## config.mk

```make
export PLATFORM = sky130hd
export DESIGN_NAME = sobel_frame_ctrl
export DESIGN_NICKNAME = d
export VERILOG_FILES = /design/src/rtl/sobel_frame_ctrl.sv
export SDC_FILE = /design/constraint.sdc
export NUM_CORES = 1
export LEC_CHECK = 0
export ABC_AREA = 0
export CAP_MARGIN = 20
export CORE_MARGIN = 2
export CORE_UTILIZATION = 61
export DETAILED_ROUTE_END_ITERATION = 12
export PLACE_DENSITY = 0.8
export SLEW_MARGIN = 20
export SYNTH_ARGS = -nofsm -noshare
export SYNTH_HDL_FRONTEND = slang
export SYNTH_SLANG_ARGS = --single-unit
```

## constraint.sdc

```tcl
create_clock -name clk -period 11.4 [get_ports clk]
set_input_delay 1.71 -clock clk [delete_from_list [all_inputs] [get_ports clk]]
set_output_delay 1.71 -clock clk [all_outputs]
set_load 0.01 [all_outputs]
```

## src/rtl/sobel_frame_ctrl.sv

```systemverilog
// Frame sequencer between the UART receiver and the Sobel datapath.
// It parses a 4-byte little-endian header (width, height) and rejects bad
// dimensions. For an accepted header it forwards width*height pixel bytes
// through a one-entry output register, then counts result handshakes to
// detect the end of the frame. An inter-byte timeout aborts stalled frames.
module sobel_frame_ctrl #(
    parameter int MAX_WIDTH      = 1024,
    parameter int MAX_HEIGHT     = 65535,
    parameter int TIMEOUT_CYCLES = 100000
) (
    input  logic        clk,
    input  logic        rst,
    input  logic [7:0]  s_data,
    input  logic        s_valid,
    output logic [7:0]  m_data,
    output logic        m_valid,
    input  logic        m_ready,
    input  logic        res_valid,
    input  logic        res_ready,
    output logic [15:0] cfg_width,
    output logic [15:0] cfg_height,
    output logic        cfg_load,
    output logic        dp_clear,
    output logic        busy,
    output logic        frame_done,
    output logic        hdr_error,
    output logic        abort,
    output logic        overrun
);

    localparam int IDLE_W = $clog2(TIMEOUT_CYCLES + 1);

    typedef enum logic [2:0] {
        ST_HDR,
        ST_CHECK,
        ST_PIX,
        ST_DRAIN,
        ST_DONE
    } state_t;

    state_t             state_q, state_d;
    logic [1:0]         hdr_idx_q, hdr_idx_d;
    logic [7:0]         hdr_q [4];
    logic [7:0]         hdr_d [4];
    logic [15:0]        cfg_width_q, cfg_width_d;
    logic [15:0]        cfg_height_q, cfg_height_d;
    logic [31:0]        pix_total_q, pix_total_d;
    logic [31:0]        rx_cnt_q, rx_cnt_d;
    logic [31:0]        res_cnt_q, res_cnt_d;
    logic [IDLE_W-1:0]  idle_q, idle_d;
    logic [7:0]         m_data_q, m_data_d;
    logic               m_valid_q, m_valid_d;
    logic               busy_q, busy_d;
    logic               cfg_load_q, cfg_load_d;
    logic               dp_clear_q, dp_clear_d;
    logic               frame_done_q, frame_done_d;
    logic               hdr_error_q, hdr_error_d;
    logic               abort_q, abort_d;
    logic               overrun_q, overrun_d;

    logic [15:0]        hdr_width;
    logic [15:0]        hdr_height;
    logic               hdr_bad;
    logic               beat_xfer;
    logic               idle_active;
    logic               timeout_hit;

    assign hdr_width   = {hdr_q[1], hdr_q[0]};
    assign hdr_height  = {hdr_q[3], hdr_q[2]};
    assign hdr_bad     = (hdr_width == 16'd0) || (hdr_height == 16'd0) ||
                         ({16'd0, hdr_width}  > 32'(MAX_WIDTH)) ||
                         ({16'd0, hdr_height} > 32'(MAX_HEIGHT));
    assign beat_xfer   = m_valid_q & m_ready;
    assign idle_active = ((state_q == ST_HDR) && (hdr_idx_q != 2'd0)) ||
                         (state_q == ST_PIX);
    assign timeout_hit = idle_active && !s_valid &&
                         (idle_q == IDLE_W'(TIMEOUT_CYCLES - 1));

    // Next-state and output computation for the frame sequencer.
    always_comb begin
        state_d      = state_q;
        hdr_idx_d    = hdr_idx_q;
        hdr_d        = hdr_q;
        cfg_width_d  = cfg_width_q;
        cfg_height_d = cfg_height_q;
        pix_total_d  = pix_total_q;
        rx_cnt_d     = rx_cnt_q;
        res_cnt_d    = res_cnt_q;
        m_data_d     = m_data_q;
        m_valid_d    = m_valid_q & ~m_ready;
        busy_d       = busy_q;
        cfg_load_d   = 1'b0;
        dp_clear_d   = 1'b0;
        frame_done_d = 1'b0;
        hdr_error_d  = 1'b0;
        abort_d      = 1'b0;
        overrun_d    = 1'b0;

        // Idle timer only runs while a byte is actually expected.
        if (s_valid || !idle_active) begin
            idle_d = '0;
        end else begin
            idle_d = idle_q + IDLE_W'(1);
        end

        // Result handshakes are tallied while pixels or results are in flight;
        // saturating at the total keeps a chatty transmitter from wrapping.
        if (((state_q == ST_PIX) || (state_q == ST_DRAIN)) &&
            res_valid && res_ready && (res_cnt_q != pix_total_q)) begin
            res_cnt_d = res_cnt_q + 32'd1;
        end

        case (state_q)
            ST_HDR: begin
                if (s_valid) begin
                    hdr_d[hdr_idx_q] = s_data;
                    busy_d           = 1'b1;
                    if (hdr_idx_q == 2'd3) begin
                        hdr_idx_d = 2'd0;
                        state_d   = ST_CHECK;
                    end else begin
                        hdr_idx_d = hdr_idx_q + 2'd1;
                    end
                end
            end
            ST_CHECK: begin
                if (hdr_bad) begin
                    hdr_error_d = 1'b1;
                    busy_d      = 1'b0;
                    hdr_idx_d   = 2'd0;
                    state_d     = ST_HDR;
                end else begin
                    cfg_width_d  = hdr_width;
                    cfg_height_d = hdr_height;
                    cfg_load_d   = 1'b1;
                    dp_clear_d   = 1'b1;
                    pix_total_d  = {16'd0, hdr_width} * {16'd0, hdr_height};
                    rx_cnt_d     = 32'd0;
                    res_cnt_d    = 32'd0;
                    // A byte arriving right behind the header is pixel 0.
                    if (s_valid) begin
                        m_data_d  = s_data;
                        m_valid_d = 1'b1;
                        rx_cnt_d  = 32'd1;
                    end
                    state_d = ST_PIX;
                end
            end
            ST_PIX: begin
                if (s_valid && (rx_cnt_q != pix_total_q)) begin
                    // Dropped bytes still count so the frame stays aligned.
                    rx_cnt_d = rx_cnt_q + 32'd1;
                    if (m_valid_q && !m_ready) begin
                        overrun_d = 1'b1;
                    end else begin
                        m_data_d  = s_data;
                        m_valid_d = 1'b1;
                    end
                end
                if ((rx_cnt_q == pix_total_q) && (!m_valid_q || beat_xfer)) begin
                    state_d = ST_DRAIN;
                end
            end
            ST_DRAIN: begin
                if (res_cnt_q == pix_total_q) begin
                    frame_done_d = 1'b1;
                    state_d      = ST_DONE;
                end
            end
            ST_DONE: begin
                rx_cnt_d  = 32'd0;
                res_cnt_d = 32'd0;
                busy_d    = 1'b0;
                state_d   = ST_HDR;
            end
            default: begin
                state_d = ST_HDR;
            end
        endcase

        // Stalled stream: throw the frame away and ask the datapath to flush.
        if (timeout_hit) begin
            abort_d    = 1'b1;
            dp_clear_d = 1'b1;
            m_valid_d  = 1'b0;
            hdr_idx_d  = 2'd0;
            rx_cnt_d   = 32'd0;
            res_cnt_d  = 32'd0;
            idle_d     = '0;
            busy_d     = 1'b0;
            state_d    = ST_HDR;
        end
    end

    // Header byte storage, one register per byte position.
    generate
        for (genvar gi = 0; gi < 4; gi++) begin : g_hdr
            always_ff @(posedge clk or posedge rst) begin
                if (rst) begin
                    hdr_q[gi] <= 8'd0;
                end else begin
                    hdr_q[gi] <= hdr_d[gi];
                end
            end
        end
    endgenerate

    // State, counters and registered outputs.
    always_ff @(posedge clk or posedge rst) begin
        if (rst) begin
            state_q      <= ST_HDR;
            hdr_idx_q    <= 2'd0;
            cfg_width_q  <= 16'd0;
            cfg_height_q <= 16'd0;
            pix_total_q  <= 32'd0;
            rx_cnt_q     <= 32'd0;
            res_cnt_q    <= 32'd0;
            idle_q       <= '0;
            m_data_q     <= 8'd0;
            m_valid_q    <= 1'b0;
            busy_q       <= 1'b0;
            cfg_load_q   <= 1'b0;
            dp_clear_q   <= 1'b0;
            frame_done_q <= 1'b0;
            hdr_error_q  <= 1'b0;
            abort_q      <= 1'b0;
            overrun_q    <= 1'b0;
        end else begin
            state_q      <= state_d;
            hdr_idx_q    <= hdr_idx_d;
            cfg_width_q  <= cfg_width_d;
            cfg_height_q <= cfg_height_d;
            pix_total_q  <= pix_total_d;
            rx_cnt_q     <= rx_cnt_d;
            res_cnt_q    <= res_cnt_d;
            idle_q       <= idle_d;
            m_data_q     <= m_data_d;
            m_valid_q    <= m_valid_d;
            busy_q       <= busy_d;
            cfg_load_q   <= cfg_load_d;
            dp_clear_q   <= dp_clear_d;
            frame_done_q <= frame_done_d;
            hdr_error_q  <= hdr_error_d;
            abort_q      <= abort_d;
            overrun_q    <= overrun_d;
        end
    end

    assign m_data     = m_data_q;
    assign m_valid    = m_valid_q;
    assign cfg_width  = cfg_width_q;
    assign cfg_height = cfg_height_q;
    assign cfg_load   = cfg_load_q;
    assign dp_clear   = dp_clear_q;
    assign busy       = busy_q;
    assign frame_done = frame_done_q;
    assign hdr_error  = hdr_error_q;
    assign abort      = abort_q;
    assign overrun    = overrun_q;

endmodule

```

==> impl_metrics.tcl <==
set metrics [dict create \
    status "completed" \
    grt_pass1_wl_um 69600 \
    finalHoldViolations 0 \
    synth_cell_type_count 56 \
    use_met2_pct 46.4 \
    die_w_um 174 \
    cts.repair.resized 0 \
    numCtsBuffers 17 \
    finClkSkew_ps 15.5 \
    vias 13168 \
    num_rows 62 \
    gp_congestion 0.957 \
    holdCritStartpoint "cfg_height[4]$_DFFE_PP0P_" \
    cp.arrival_ps 7040 \
    remaining_drc_errors 0 \
    yosys_warnings 0 \
    synth_seq_cells 198 \
    avgSynthCellArea_um2 9.25 \
    use_met1_pct 38.7 \
    first_global_vias 13651 \
    synthToLayoutAreaGrowth_pct 7.65 \
    fin_tns_setup_ps 0 \
    ir_worst_vdd_mv 0.106 \
    hpwlAfterDp_um 30600 \
    crit_path_end_kind "flip-flop" \
    crit_path_start "hdr_q[31]$_DFFE_PP0P_" \
    synth_nets 2235 \
    routedWlPerCell_um 18.0 \
    htree_levels 4 \
    layout_common_cells "nand2_1 (315), inv_1 (254), dfrtp_1 (198)" \
    io_buffer_count 61 \
    layout_commonest_cell "nand2_1" \
    syn_inst 1916 \
    critPathLaunchType "flip-flop" \
    min_path_cells 2 \
    holdCritPathClass "reg -> reg" \
    core-area_mm2 0.0286 \
    setup_viol 0 \
    synth_edf_count 0 \
    dieArea_mm2 0.0304 \
    synth-main-ff-cell "dfrtp_1" \
    detail_route.iter0.violations 1205 \
    nFillCells 2177 \
    ant_nets 0 \
    tightest_slew_ps 1050 \
    r2r-start "hdr_q[31]$_DFFE_PP0P_" \
    initial_core_util_pct 61.9 \
    leakage_nw 9.52 \
    via_per_inst 5.72 \
    cts_num_sinks 198 \
    clk_latency_ps 460 \
    first_pass_iters 5 \
    ff_latch_area_mm2 0.00495 \
    fin_crit_sh_pct 59.0 \
    period_needed_ps 6730 \
    critical_path_class "reg -> reg" \
    stdcell_count 2303 \
    fmax_ghz 0.149 \
    totalWireLength_um 41400 \
    synthesis.area_mm2 0.0177 \
    antenna_cells 0 \
    grt_max_degree 127 \
    synth-async-reset-ratio_pct 100 \
    cts_tree "yes" \
    layout-drive-gt1-share_pct 4.59 \
    worstPathMaxFanout 19 \
    rsz0062_at_grt "no" \
    final_max_slew_viol_count 0 \
    dp_cells 2271 \
    hold_slack_ps 478 \
    grt_overflow 0 \
    slew_headroom_pct 30.1 \
    grt_usage_pct 28.7 \
    clockBufferDepth 2 \
    post_cts_buffers 0 \
    required_ps 11710 \
    power-per-cell-area_mw_per_mm2 75.0 \
    final_nets 2225 \
    yosysSeqAreaShare_pct 28.0 \
    gr-usage-met3_pct 5.07 \
    die_height_um 174 \
    maxCapViolCount 0 \
    multi_input_area_mm2 0.0114 \
    antenna_found_initial 0 \
    cts-root-buf "clkbuf_16" \
    io_pins 62 \
    postCtsHoldBufs 0 \
    top_usage_layer "met2" \
    rr_worst_depth 20 \
    clk_pin_slew_ps 80 \
]
-- registers in the layout (all words and copies together) (netlist names), 2 cells and up --
name	count
pix_total_q	32
res_cnt_q	32
rx_cnt_q	32
idle_q	17
cfg_height	16
cfg_width	16
hdr_height	16
hdr_q	16
m_data	8
state_q	3
hdr_idx_q	2
-- worst max-delay path, cell delays in order (launching register included) --
cell and delay, ps:
dfrtp_1 630, and2_1 310, fa_1 560, inv_1 70, fa_1 570, fa_1 450
fa_1 490, inv_1 50, fa_1 530, inv_1 50, fa_1 520, inv_1 40
ha_1 350, a21oi_1 180, o21ai_0 150, o31a_1 260, a31oi_1 560, o211ai_1 280
a211oi_1 290, xor2_1 160, o21ai_0 80
-- kinds of logic (layout without fill, tap and decap cells) --
logic type               Yosys count  in the layout  share of synthesized area [%]
buffers and inverters            350            353                           7.59
AND/OR/NAND/NOR                  708            708                           19.0
AO/OA/AOI/OAI                    166            166                           5.77
XOR/XNOR                         148            148                           7.31
adder cells (fa/ha/maj)          305            305                           29.7
multiplexers                      41             41                           2.60
flip-flops                       198            198                           28.0
-- power by group --
| part | switching (mW) | leakage [nW] | internal, mW |
|---|---|---|---|
| combinational | 0.0471 | 6.50 | 0.0305 |
| sequential | 0.0184 | 2.72 | 0.714 |
| clock | 0.299 | 0.294 | 0.321 |
-- area by class of cell --
type / count / area share [%]
Timing Repair Buffer: 65 / 3.36
Clock buffer: 20 / 2.39
Clock inverter: 12 / 0.728
Tap cell: 384 / 2.52
Inverter: 256 / 5.08
Multi-Input combinational cell: 1368 / 60.0
Sequential cell: 198 / 26.0
-- synth_stat cells (3+ instances only) --
cell type  number  area, um2
nor2b_1         7       43.8
nor3_1         15       75.1
o31ai_1        10       75.1
or3_1          21        131
nand4_1        30        188
nor2_1         96        360
and4_1          7       61.3
o21a_1          5       37.5
a21oi_1        47        235
buf_1           4       15.0
a211oi_1        5       37.5
fa_1          194       3880
and3_1         14       87.6
a21o_1         10       75.1
mux2_2         40        450
a221oi_1        3       26.3
o211ai_1        5       37.5
or2_2           6       37.5
a31oi_1         7       43.8
and2_1        127        795
inv_1         255        957
xor2_1         66        578
o21ai_0        58        290
nor4_1         23        144
ha_1          111       1390
buf_2           9       45.0
dfrtp_1       198       4950
nand2b_1        5       31.3
nand2_1       315       1180
clkbuf_1       77        289
nand3_1        34        170
xnor2_1        82        718
-- stage by stage --
stage | instance area (um2) | worst slack [ps] | util (%) | total power [mW]
floorplan | 17700 | 4290 | - | 0.798
global placement | 18500 | 4920 | 64.6 | 0.819
detailed placement | 18500 | 4780 | 64.6 | 0.822
CTS | 19100 | 4730 | 66.7 | 1.44
global route | 19100 | 4400 | 66.7 | 1.48
finish | 19100 | 4670 | 66.7 | 1.43
-- per-layer routing --
layer	share of wire [%]	vias up	wire, um
met3	6.7	125	2780
li1	-	6031	-
met2	47	531	19600
met1	42	6481	17500
met4	3.6	0	1480
met5	0	-	0
-- final timing paths --
kind / endpoint / slack (ps)
worst max-delay path: pix_total_q[28]$_DFFE_PP0P_ / 4670
worst min-delay path: cfg_height[4]$_DFFE_PP0P_ / 480
worst max register to register: pix_total_q[28]$_DFFE_PP0P_ / 4670
worst min register to register: cfg_height[4]$_DFFE_PP0P_ / 480
max in group asynchronous: hdr_height[5]$_DFFE_PP0P_ / 8070
min in group asynchronous: cfg_width[11]$_DFFE_PP0P_ / 1820
(Power assumes the default switching activity.)
